File: config.mk
export PLATFORM = sky130hd
export DESIGN_NAME = kb_digit_entry
export DESIGN_NICKNAME = d
export VERILOG_FILES = /design/src/rtl/kb_pkg.sv /design/src/rtl/kb_scan2bcd.sv /design/src/rtl/kb_digit_entry.sv
export SDC_FILE = /design/constraint.sdc
export NUM_CORES = 1
export LEC_CHECK = 0
export CORE_AREA = 2 2 218 220
export CTS_CLUSTER_SIZE = 24
export DETAILED_ROUTE_END_ITERATION = 12
export DIE_AREA = 0 0 220 222
export PLACE_DENSITY = 0.92
export SLEW_MARGIN = 20
export SYNTH_ARGS = -nofsm -noshare
export SYNTH_HDL_FRONTEND = slang
export SYNTH_SLANG_ARGS = --single-unit
File: constraint.sdc
create_clock -name clk -period 5.4 [get_ports clk]
set_clock_uncertainty 0.2 [all_clocks]
set_input_delay 1.62 -clock clk [delete_from_list [all_inputs] [get_ports clk]]
set_output_delay 1.62 -clock clk [all_outputs]
set_load 0.01 [all_outputs]
File: src/rtl/kb_pkg.sv
// Shared scan-code constants and entry-state encoding for the
// PS/2 digit entry block.
package kb_pkg;

    localparam logic [8:0] KEY_0 = 9'h045;
    localparam logic [8:0] KEY_1 = 9'h016;
    localparam logic [8:0] KEY_2 = 9'h01E;
    localparam logic [8:0] KEY_3 = 9'h026;
    localparam logic [8:0] KEY_4 = 9'h025;
    localparam logic [8:0] KEY_5 = 9'h02E;
    localparam logic [8:0] KEY_6 = 9'h036;
    localparam logic [8:0] KEY_7 = 9'h03D;
    localparam logic [8:0] KEY_8 = 9'h03E;
    localparam logic [8:0] KEY_9 = 9'h046;

    localparam logic [8:0] KP_0 = 9'h070;
    localparam logic [8:0] KP_1 = 9'h069;
    localparam logic [8:0] KP_2 = 9'h072;
    localparam logic [8:0] KP_3 = 9'h07A;
    localparam logic [8:0] KP_4 = 9'h06B;
    localparam logic [8:0] KP_5 = 9'h073;
    localparam logic [8:0] KP_6 = 9'h074;
    localparam logic [8:0] KP_7 = 9'h06C;
    localparam logic [8:0] KP_8 = 9'h075;
    localparam logic [8:0] KP_9 = 9'h07D;

    localparam logic [8:0] KEY_BKSP  = 9'h066;
    localparam logic [8:0] KEY_ENTER = 9'h05A;
    localparam logic [8:0] KEY_ESC   = 9'h076;
    localparam logic [8:0] KP_ENTER  = 9'h15A;

    typedef enum logic [1:0] {
        IDLE   = 2'd0,
        ENTRY  = 2'd1,
        COMMIT = 2'd2
    } state_t;

endpackage

File: src/rtl/kb_scan2bcd.sv
// Scan code classifier: digit/BCD, backspace, enter, escape.
// Keypad digits and keypad Enter are accepted only with KB_KEYPAD_EN.
module kb_scan2bcd
    import kb_pkg::*;
(
    input  logic [8:0] i_code,
    output logic       o_is_digit,
    output logic [3:0] o_bcd,
    output logic       o_is_bksp,
    output logic       o_is_enter,
    output logic       o_is_esc
);

    always_comb begin
        o_is_digit = 1'b0;
        o_bcd      = 4'd0;
        o_is_bksp  = 1'b0;
        o_is_enter = 1'b0;
        o_is_esc   = 1'b0;
        case (i_code)
            KEY_0: begin o_is_digit = 1'b1; o_bcd = 4'd0; end
            KEY_1: begin o_is_digit = 1'b1; o_bcd = 4'd1; end
            KEY_2: begin o_is_digit = 1'b1; o_bcd = 4'd2; end
            KEY_3: begin o_is_digit = 1'b1; o_bcd = 4'd3; end
            KEY_4: begin o_is_digit = 1'b1; o_bcd = 4'd4; end
            KEY_5: begin o_is_digit = 1'b1; o_bcd = 4'd5; end
            KEY_6: begin o_is_digit = 1'b1; o_bcd = 4'd6; end
            KEY_7: begin o_is_digit = 1'b1; o_bcd = 4'd7; end
            KEY_8: begin o_is_digit = 1'b1; o_bcd = 4'd8; end
            KEY_9: begin o_is_digit = 1'b1; o_bcd = 4'd9; end
`ifdef KB_KEYPAD_EN
            KP_0: begin o_is_digit = 1'b1; o_bcd = 4'd0; end
            KP_1: begin o_is_digit = 1'b1; o_bcd = 4'd1; end
            KP_2: begin o_is_digit = 1'b1; o_bcd = 4'd2; end
            KP_3: begin o_is_digit = 1'b1; o_bcd = 4'd3; end
            KP_4: begin o_is_digit = 1'b1; o_bcd = 4'd4; end
            KP_5: begin o_is_digit = 1'b1; o_bcd = 4'd5; end
            KP_6: begin o_is_digit = 1'b1; o_bcd = 4'd6; end
            KP_7: begin o_is_digit = 1'b1; o_bcd = 4'd7; end
            KP_8: begin o_is_digit = 1'b1; o_bcd = 4'd8; end
            KP_9: begin o_is_digit = 1'b1; o_bcd = 4'd9; end
            KP_ENTER: o_is_enter = 1'b1;
`else
`endif
            KEY_BKSP:  o_is_bksp  = 1'b1;
            KEY_ENTER: o_is_enter = 1'b1;
            KEY_ESC:   o_is_esc   = 1'b1;
            default: ;
        endcase
    end

endmodule

File: src/rtl/kb_digit_entry.sv
// Multi-digit BCD entry buffer driven by decoded PS/2 make events.
// Optional keypad support via KB_KEYPAD_EN (see kb_scan2bcd).
module kb_digit_entry
    import kb_pkg::*;
#(
    parameter int DEPTH = 4,
    parameter int CNT_W = $clog2(DEPTH + 1)
) (
    input  logic               clk,
    input  logic               rst,
    input  logic               been_ready,
    input  logic [511:0]       key_down,
    input  logic [8:0]         last_change,
    output logic [4*DEPTH-1:0] digits,
    output logic [CNT_W-1:0]   count,
    output logic [3:0]         last_digit,
    output logic [4*DEPTH-1:0] commit_digits,
    output logic               commit_valid,
    output logic               full,
    output logic               overflow
);

    localparam int W = 4 * DEPTH;

    logic [511:0]     r_key_q;
    state_t           r_state;
    state_t           w_state_nxt;
    logic [W-1:0]     r_digits;
    logic [W-1:0]     w_digits_nxt;
    logic [CNT_W-1:0] r_count;
    logic [CNT_W-1:0] w_count_nxt;
    logic [3:0]       r_last;
    logic [3:0]       w_last_nxt;
    logic [W-1:0]     r_cdig;
    logic [W-1:0]     w_cdig_nxt;
    logic             r_cvalid;
    logic             w_cvalid_nxt;
    logic             r_ovf;
    logic             w_ovf_nxt;

    logic             w_make;
    logic             w_act;
    logic             w_full;
    logic             w_digit;
    logic [3:0]       w_bcd;
    logic             w_bksp;
    logic             w_enter;
    logic             w_esc;

    kb_scan2bcd u_scan (
        .i_code     (last_change),
        .o_is_digit (w_digit),
        .o_bcd      (w_bcd),
        .o_is_bksp  (w_bksp),
        .o_is_enter (w_enter),
        .o_is_esc   (w_esc)
    );

    // Only the first make of a key counts; repeats see the bit already held.
    assign w_make = been_ready & key_down[last_change]
                  & ~r_key_q[last_change];
    assign w_act  = w_make & (r_state != COMMIT);
    assign w_full = (r_count == CNT_W'(DEPTH));

    always_comb begin
        w_state_nxt  = r_state;
        w_digits_nxt = r_digits;
        w_count_nxt  = r_count;
        w_last_nxt   = r_last;
        w_cdig_nxt   = r_cdig;
        w_cvalid_nxt = 1'b0;
        w_ovf_nxt    = r_ovf;
        if (r_state == COMMIT) begin
            w_state_nxt = IDLE;
        end
        if (w_act) begin
            unique case (1'b1)
                w_esc: begin
                    w_digits_nxt = '0;
                    w_count_nxt  = '0;
                    w_ovf_nxt    = 1'b0;
                    w_state_nxt  = IDLE;
                end
                w_digit: begin
                    if (w_full) begin
                        w_ovf_nxt = 1'b1;
                    end else begin
                        w_digits_nxt = (r_digits << 4) | W'(w_bcd);
                        w_count_nxt  = r_count + CNT_W'(1);
                        w_last_nxt   = w_bcd;
                        w_state_nxt  = ENTRY;
                    end
                end
                w_bksp: begin
                    if (r_state == ENTRY) begin
                        w_digits_nxt = r_digits >> 4;
                        w_count_nxt  = r_count - CNT_W'(1);
                        if (r_count == CNT_W'(1)) begin
                            w_state_nxt = IDLE;
                        end
                    end
                end
                w_enter: begin
                    if (r_state == ENTRY) begin
                        w_cdig_nxt   = r_digits;
                        w_cvalid_nxt = 1'b1;
                        w_digits_nxt = '0;
                        w_count_nxt  = '0;
                        w_ovf_nxt    = 1'b0;
                        w_state_nxt  = COMMIT;
                    end
                end
                default: ;
            endcase
        end
    end

    always_ff @(posedge clk or negedge rst) begin
        if (!rst) begin
            r_key_q  <= '0;
            r_state  <= IDLE;
            r_digits <= '0;
            r_count  <= '0;
            r_last   <= '0;
            r_cdig   <= '0;
            r_cvalid <= 1'b0;
            r_ovf    <= 1'b0;
        end else begin
            r_key_q  <= key_down;
            r_state  <= w_state_nxt;
            r_digits <= w_digits_nxt;
            r_count  <= w_count_nxt;
            r_last   <= w_last_nxt;
            r_cdig   <= w_cdig_nxt;
            r_cvalid <= w_cvalid_nxt;
            r_ovf    <= w_ovf_nxt;
        end
    end

    assign digits        = r_digits;
    assign count         = r_count;
    assign last_digit    = r_last;
    assign commit_digits = r_cdig;
    assign commit_valid  = r_cvalid;
    assign full          = w_full;
    assign overflow      = r_ovf;

endmodule

## Word level (Yosys, flattened, before mapping)

Index checks and enable logic that the tools add are counted.

| storage, ports and cells | value |
|---|---|
| register bits | 555 |
| output and inout port bits | 42 |

| operators by class | value |
|---|---|
| $add $sub $neg | 2 |
| magnitude comparators | 1 |
| equal/unequal tests | 22 |
| mux-type cells | 30 |
| bitwise operators | 6 |
| reductions and logical operators | 7 |

Operator list:

| cell | count |
|---|---|
| $pmux W16 S4 | 1 |
| $eq A9 B6 Y1 const B | 6 |
| $mux W16 | 3 |
| $eq A9 B7 Y1 const B | 5 |
| $pmux W4 S9 | 1 |
| $bmux W1 S9 | 2 |
| $eq A9 B5 Y1 const B | 2 |
| $or A16 B4 Y16 | 1 |
| $mux W2 | 6 |
| $pmux W3 S4 | 1 |
| $mux W1 | 11 |
| $lt A9 B10 Y1 const B | 1 |
| $ne A2 B2 Y1 const B | 5 |
| $reduce_or A10 Y1 | 1 |
| $mux W3 | 3 |
| $pmux W2 S4 | 1 |
| $reduce_and A3 Y1 | 2 |
| $reduce_and A5 Y1 | 1 |
| $reduce_and A4 Y1 | 1 |
| $reduce_bool A4 Y1 | 1 |
| $add A3 B1 Y3 const B | 1 |
| $and A1 B1 Y1 | 3 |
| $eq A3 B1 Y1 const B | 1 |
| $eq A3 B3 Y1 const B | 1 |
| 6 further kinds | 7 |

## Logic depth before layout (Yosys ltp)

| depth | value |
|---|---|
| depth in word-level cells | 6 |
| depth in mapped cells | 19 |
| depth with buffers taken out | 10 |

## Cells and area by module

A second synthesis with hierarchy kept.

| unflattened totals | value |
|---|---|
| cells, all modules | 1617 |
| area, all modules | 22871.9 µm² |

By module, submodules not included:

| module | instances | cells each | area an instance (µm²) | seq. area each (µm²) |
|---|---|---|---|---|
| kb_digit_entry | 1 | 1576 | 22560.4 | 13888.3 |
| kb_scan2bcd | 1 | 41 | 311.5 | 0.0 |

## Worst setup path before layout

OpenSTA, ideal clock, no wires.

| timing path | value |
|---|---|
| path kind | in2reg |
| from | input last_change[0] |
| to | register r_cdig[10], in the netlist commit_digits[10] |
| library setup time | 0.125 ns |
| data arrival time | 4.594 ns |
| path slack | 0.481 ns |
| cell stages on the path | 15 |
| cell sequence | buf_6 -> buf_6 -> buf_4 -> buf_4 -> mux4_2 -> a22oi_1 -> nand2_1 -> a211o_1 -> a211oi_1 -> a21oi_1 -> o22ai_1 -> and3b_1 -> buf_4 -> buf_4 -> mux2_2 |

| between the ends | value |
|---|---|
| longest elaborated chain between the ends | 6 |
| elaborated cells on any way between the ends | 11 |
| those cells by class | eq/ne (1); mux (5); bitwise (4); reduce/logical (1) |

RTL lines:

| element | line | source |
|---|---|---|
| start: declaration | kb_digit_entry.sv:13 | `input logic [8:0] last_change,` |
| $bmux W1 S9 (on tied branches) | kb_digit_entry.sv:60, kb_digit_entry.sv:61 |  |
| $mux W1 (on tied branches) | kb_digit_entry.sv:60, kb_digit_entry.sv:61 |  |
| $and A1 B1 Y1 / $not A1 Y1 (equally long branches) | kb_digit_entry.sv:60, kb_digit_entry.sv:61 |  |
| $and A1 B1 Y1 | kb_digit_entry.sv:61 | `& ~r_key_q[last_change];` |
| $and A1 B1 Y1 | kb_digit_entry.sv:62 | `assign w_act = w_make & (r_state != COMMIT);` |
| $reduce_and A3 Y1 (no source line) * | n/a |  |
| end signal: assignment | kb_digit_entry.sv:134 | `r_cdig <= w_cdig_nxt;` |
| end: declaration | kb_digit_entry.sv:34 | `logic [W-1:0] r_cdig;` |

Mark *: on every way between the ends. The rest lies on a longest branch, timed or not. The select of a mux whose other input is x is not followed.
A chain may end at the register's enable or synchronous reset.

## Worst setup path in the final report

| timing path | value |
|---|---|
| from | input last_change[0] |
| to | register r_count[0], in the netlist count[0] |

| between the ends | value |
|---|---|
| longest elaborated chain between the ends | 6 |
| elaborated cells on any way between the ends | 32 |
| those cells by class | eq/ne (16); mux (9); bitwise (4); reduce/logical (3) |

RTL lines:

| element | line | source |
|---|---|---|
| $bmux W1 S9 (on tied branches) | kb_digit_entry.sv:60, kb_digit_entry.sv:61 |  |
| $mux W1 (on tied branches) | kb_digit_entry.sv:60, kb_digit_entry.sv:61 |  |
| $and A1 B1 Y1 / $not A1 Y1 (equally long branches) | kb_digit_entry.sv:60, kb_digit_entry.sv:61 |  |
| $and A1 B1 Y1 | kb_digit_entry.sv:61 |  |
| $and A1 B1 Y1 | kb_digit_entry.sv:62 |  |
| $reduce_and A5 Y1 (no source line) | n/a |  |
| end signal: assignment | kb_digit_entry.sv:132 | `r_count <= w_count_nxt;` |
| end: declaration | kb_digit_entry.sv:30 | `logic [CNT_W-1:0] r_count;` |

Parallel ways exist; a longest one is shown, timed or not. The select of a mux whose other input is x is not followed.

==> run_results.csv <==
group,metric,value,unit
logic_synthesis,yosysWarnings,0,
pwr,swShare,24.7,%
worst_setup_path,r2r_cells,11,
worst_setup_path,rr_endpoint,"count[0]",
logic_synthesis,synth-simple-area-share,3.66,%
floorplan,die_h,222,µm
clock_network,htree_num_levels,2,
timing,setup_viol,0,
floorplan,start_util,50.6,%
final_layout,multi_input_area,0.00878,mm²
clock_network,cts_buffers,55,
floorplan,rows,79,
logic_synthesis,synthAdderAreaFrac,0.214,%
clock_network,cts_hold_buf,0,
timing,period_minus_slack,4.85,ns
logic_synthesis,syn-num-nets,1932,
timing,max_freq,0.206,GHz
place,dp_hpwl,62.1,mm
timing,rsz0062_at_grt,"no",
worst_hold_path,min_from,"commit_digits[3]",
grt,grt_overflow_total,0,
floorplan,dieArea,0.0488,mm²
logic_synthesis,yosys.area_share.xor_xnor,0,%
worst_hold_path,hold_end,"commit_digits[3]",
routing,via_per_inst,6.35,
pwr,power_density,312,mW/mm²
clock_network,cts_tree,"yes",
final_layout,seqCellArea,0.0139,mm²
logic_synthesis,synth_top_family_by_area,"multiplexers",
logic_synthesis,synth_compound_area_share,5.66,%
worst_setup_path,worstReg2RegStart,"r_key_q[96]",
worst_setup_path,cp-start-kind,"input port",
place,gp_congestion,0.904,
routing,vias,17100,
pwr,total_power,10.0,mW
final_layout,final_cell_mix,"clkdlybuf4s50_1 (559), dfrtp_1 (555), mux4_2 (243), buf_4 (75), nand2_1 (72)",
routing,drtPass1Iterations,6,
grt,grt_pass1_wl,123,mm
worst_setup_path,crit_chain,"buf_8 > buf_12 > buf_12 > mux4_2 > and2_1 > a211oi_1 > a21oi_1 > o211ai_1 > a21oi_1 > o22ai_1 > o21ba_2 > o211ai_1 > o21ai_0",
final_layout,final_nets,2548,
logic_synthesis,synth_edf_count,0,
logic_synthesis,synth_mux_area_share,28.0,%
pwr,intPower,7.54,mW
floorplan,io_pins,566,
logic_synthesis,synthFlopType,"dfrtp_1",
logic_synthesis,synthDistinctLibCells,62,
floorplan,coreArea,0.0463,mm²
timing,finalCritPeriodShare,89.7,%
final_layout,drive_above_1_share,22.7,%
worst_setup_path,critPathKind,"input port to flop",
clock_network,clock_sinks,555,
timing,tns,0,ns
grt,grt_pass1_vias,18900,
worst_setup_path,critical_path_arrival,5.16,ns
floorplan,die_w,220,µm
timing,drv_slew,0,
grt,antenna_found_initial,19,
place,io_buffers,565,
timing,layout_setup_ws,0.554,ns
pwr,irDropWorstVdd,0.000282,V
routing,drc,0,
pwr,switching_power,2.47,mW
final_layout,synthToLayoutAreaGrowth,37.1,%
routing,ant_nets,0,
logic_synthesis,syn_area,0.0234,mm²
worst_setup_path,r2r_slack,1.80,ns
pwr,power.leakage,13.1,nW
worst_setup_path,cp_max_fo,38,
worst_setup_path,crit_required,5.71,ns
final_layout,fillerInstances,2830,
logic_synthesis,postSynthCellCount,1404,
worst_hold_path,hold_path.class,"flop to flop",
timing,max_slew.worst_pin.slew,0.961,ns
worst_setup_path,slowest_stage,"o21ba_2",
worst_setup_path,endpoint_kind,"flop",
place,pre_cts_ws,-0.0515,ns
worst_setup_path,max_stage_delay,0.64,ns
timing,relSlewSlack,35.9,%
routing,drt_iter0_markers,1917,
final_layout,final_common_cell,"clkdlybuf4s50_1",
outcome,outcome,"complete, no violations",
pwr,p_seq_share,45.0,%
logic_synthesis,ys_seq_elements,555,
clock_network,cts_root_buf,"clkbuf_16",
pwr,p_comb_share,15.8,%
clock_network,cts_resized,0,
clock_network,path_clk_slew,0.06,ns
logic_synthesis,seq_area_frac_synth,59.4,%
worst_hold_path,hold_depth,1,
grt,grt_use_total,34.9,%
run,drv_cap,0,
logic_synthesis,async_flop_share,100,%
logic_synthesis,syn_area_per_cell,16.7,µm²
pwr,clkPwrFrac,39.2,%
routing,finalWirelength,83.2,mm
clock_network,cts_buffer_depth,3,
routing,wl_per_cell,31.0,µm
grt,grt_max_degree,121,
timing,hold_viol,0,
clock_network,clk_latency,0.61,ns
clock_network,postCtsSetupBuffers,0,
[power by group through the flow]
stage          clock (mW)  combinational, mW  sequential, mW
5_1_grt              4.13               1.67            4.52
3_3_place_gp            0               1.52            4.55
6_report             3.92               1.58            4.51
2_1_floorplan           0              0.653            4.54
3_5_place_dp            0               1.56            4.57
4_1_cts              3.94               1.58            4.50
[metal layers]
| layer | up-vias | GRT usage [%] | wire length (µm) |
|---|---|---|---|
| met5 | - | 0 | 13 |
| met4 | 2 | 16.5 | 4280 |
| met3 | 286 | 8.20 | 7960 |
| met2 | 1255 | 58.0 | 42300 |
| met1 | 8831 | 43.3 | 28700 |
| li1 | 6694 | - | - |
[synthesized netlist by cell type (all sizes together), types with 2 or more instances]
| library cell | instances | area (µm²) |
|---|---|---|
| dfrtp | 555 | 13900 |
| mux4 | 246 | 5550 |
| buf | 75 | 528 |
| nand2 | 72 | 270 |
| mux2i | 69 | 691 |
| nor2 | 42 | 158 |
| a21oi | 38 | 190 |
| a22oi | 37 | 278 |
| clkbuf | 27 | 101 |
| mux2 | 27 | 308 |
| nand3 | 25 | 125 |
| o21ai | 25 | 125 |
| inv | 21 | 78.8 |
| a31oi | 14 | 87.6 |
| nor2b | 10 | 70.1 |
| a211oi | 9 | 67.6 |
| nand2b | 9 | 56.3 |
| o221ai | 9 | 78.8 |
| o22ai | 8 | 50.1 |
| a221oi | 7 | 61.3 |
| nor3 | 7 | 35.0 |
| o211ai | 6 | 45.0 |
| o2111ai | 5 | 43.8 |
| a2111oi | 4 | 35.0 |
| a22o | 4 | 35.0 |
| and2 | 4 | 25.0 |
| clkinv | 4 | 15.0 |
| ha | 4 | 50.1 |
| a311oi | 3 | 26.3 |
| a32o | 3 | 30.0 |
| nor4 | 3 | 25.0 |
| or3 | 3 | 18.8 |
| a211o | 2 | 17.5 |
| a21boi | 2 | 15.0 |
| and3 | 2 | 12.5 |
| nand4 | 2 | 12.5 |
| o31ai | 2 | 15.0 |
| o32a | 2 | 20.0 |
| o32ai | 2 | 17.5 |
[worst max-delay path, delay by kind of cell]
kind / cells / cell delay (ns)
and+or+nand+nor: 1 / 0.21
buffers and inverters: 3 / 0.70
muxes: 1 / 0.53
AOI/OAI and AO/OA: 8 / 2.03
[per-stage QoR]
stage / hold WS (ns) / utilization, % / std cells / instance area, µm²
after floorplan: 0.326 / - / 1404 / 23400
after global placement: 0.290 / 65.2 / 2570 / 30200
after detailed placement: 0.296 / 65.2 / 2570 / 30200
after CTS: 0.310 / 69.2 / 2670 / 32000
after global routing: 0.315 / 69.3 / 2685 / 32100
final: 0.304 / 69.3 / 2686 / 32100
[cell type report]
cell class / instances / share of cell area [%]
clock buffer: 77 / 5.06
inverter: 25 / 0.293
antenna: 16 / 0.125
multi-input combinational: 722 / 27.4
timing repair buffer: 661 / 20.7
tap: 607 / 2.37
clock inverter: 23 / 0.726
sequential: 555 / 43.3
[kinds of logic (layout without fill, tap and decap cells)]
logic type | after synthesis | in the layout
other | 0 | 16
AO/OA/AOI/OAI | 191 | 191
flip-flops | 555 | 555
multiplexers | 342 | 342
adder cells (fa/ha/maj) | 4 | 4
AND/OR/NAND/NOR | 185 | 185
buffers and inverters | 127 | 786
[how the worst max path moves through the flow]
stage,startpoint,end,slack (ns),cells past startpoint
after global routing,last_change[0],count[2],0.33,12
final,last_change[0],count[0],0.55,13
after global placement,last_change[0],count[0],0.05,12
after CTS,last_change[0],count[2],0.58,12
after floorplan,last_change[0],commit_digits[10],0.48,15
after detailed placement,last_change[0],count[2],-0.05,12
[sequential cells by signal, summed over array words and instances, names as in the netlist]
signal / cells
r_key_q: 512
commit_digits: 16
digits: 16
last_digit: 4
count: 3
r_state: 2
commit_valid: 1
overflow: 1
Power figures use the tool's default switching activity.
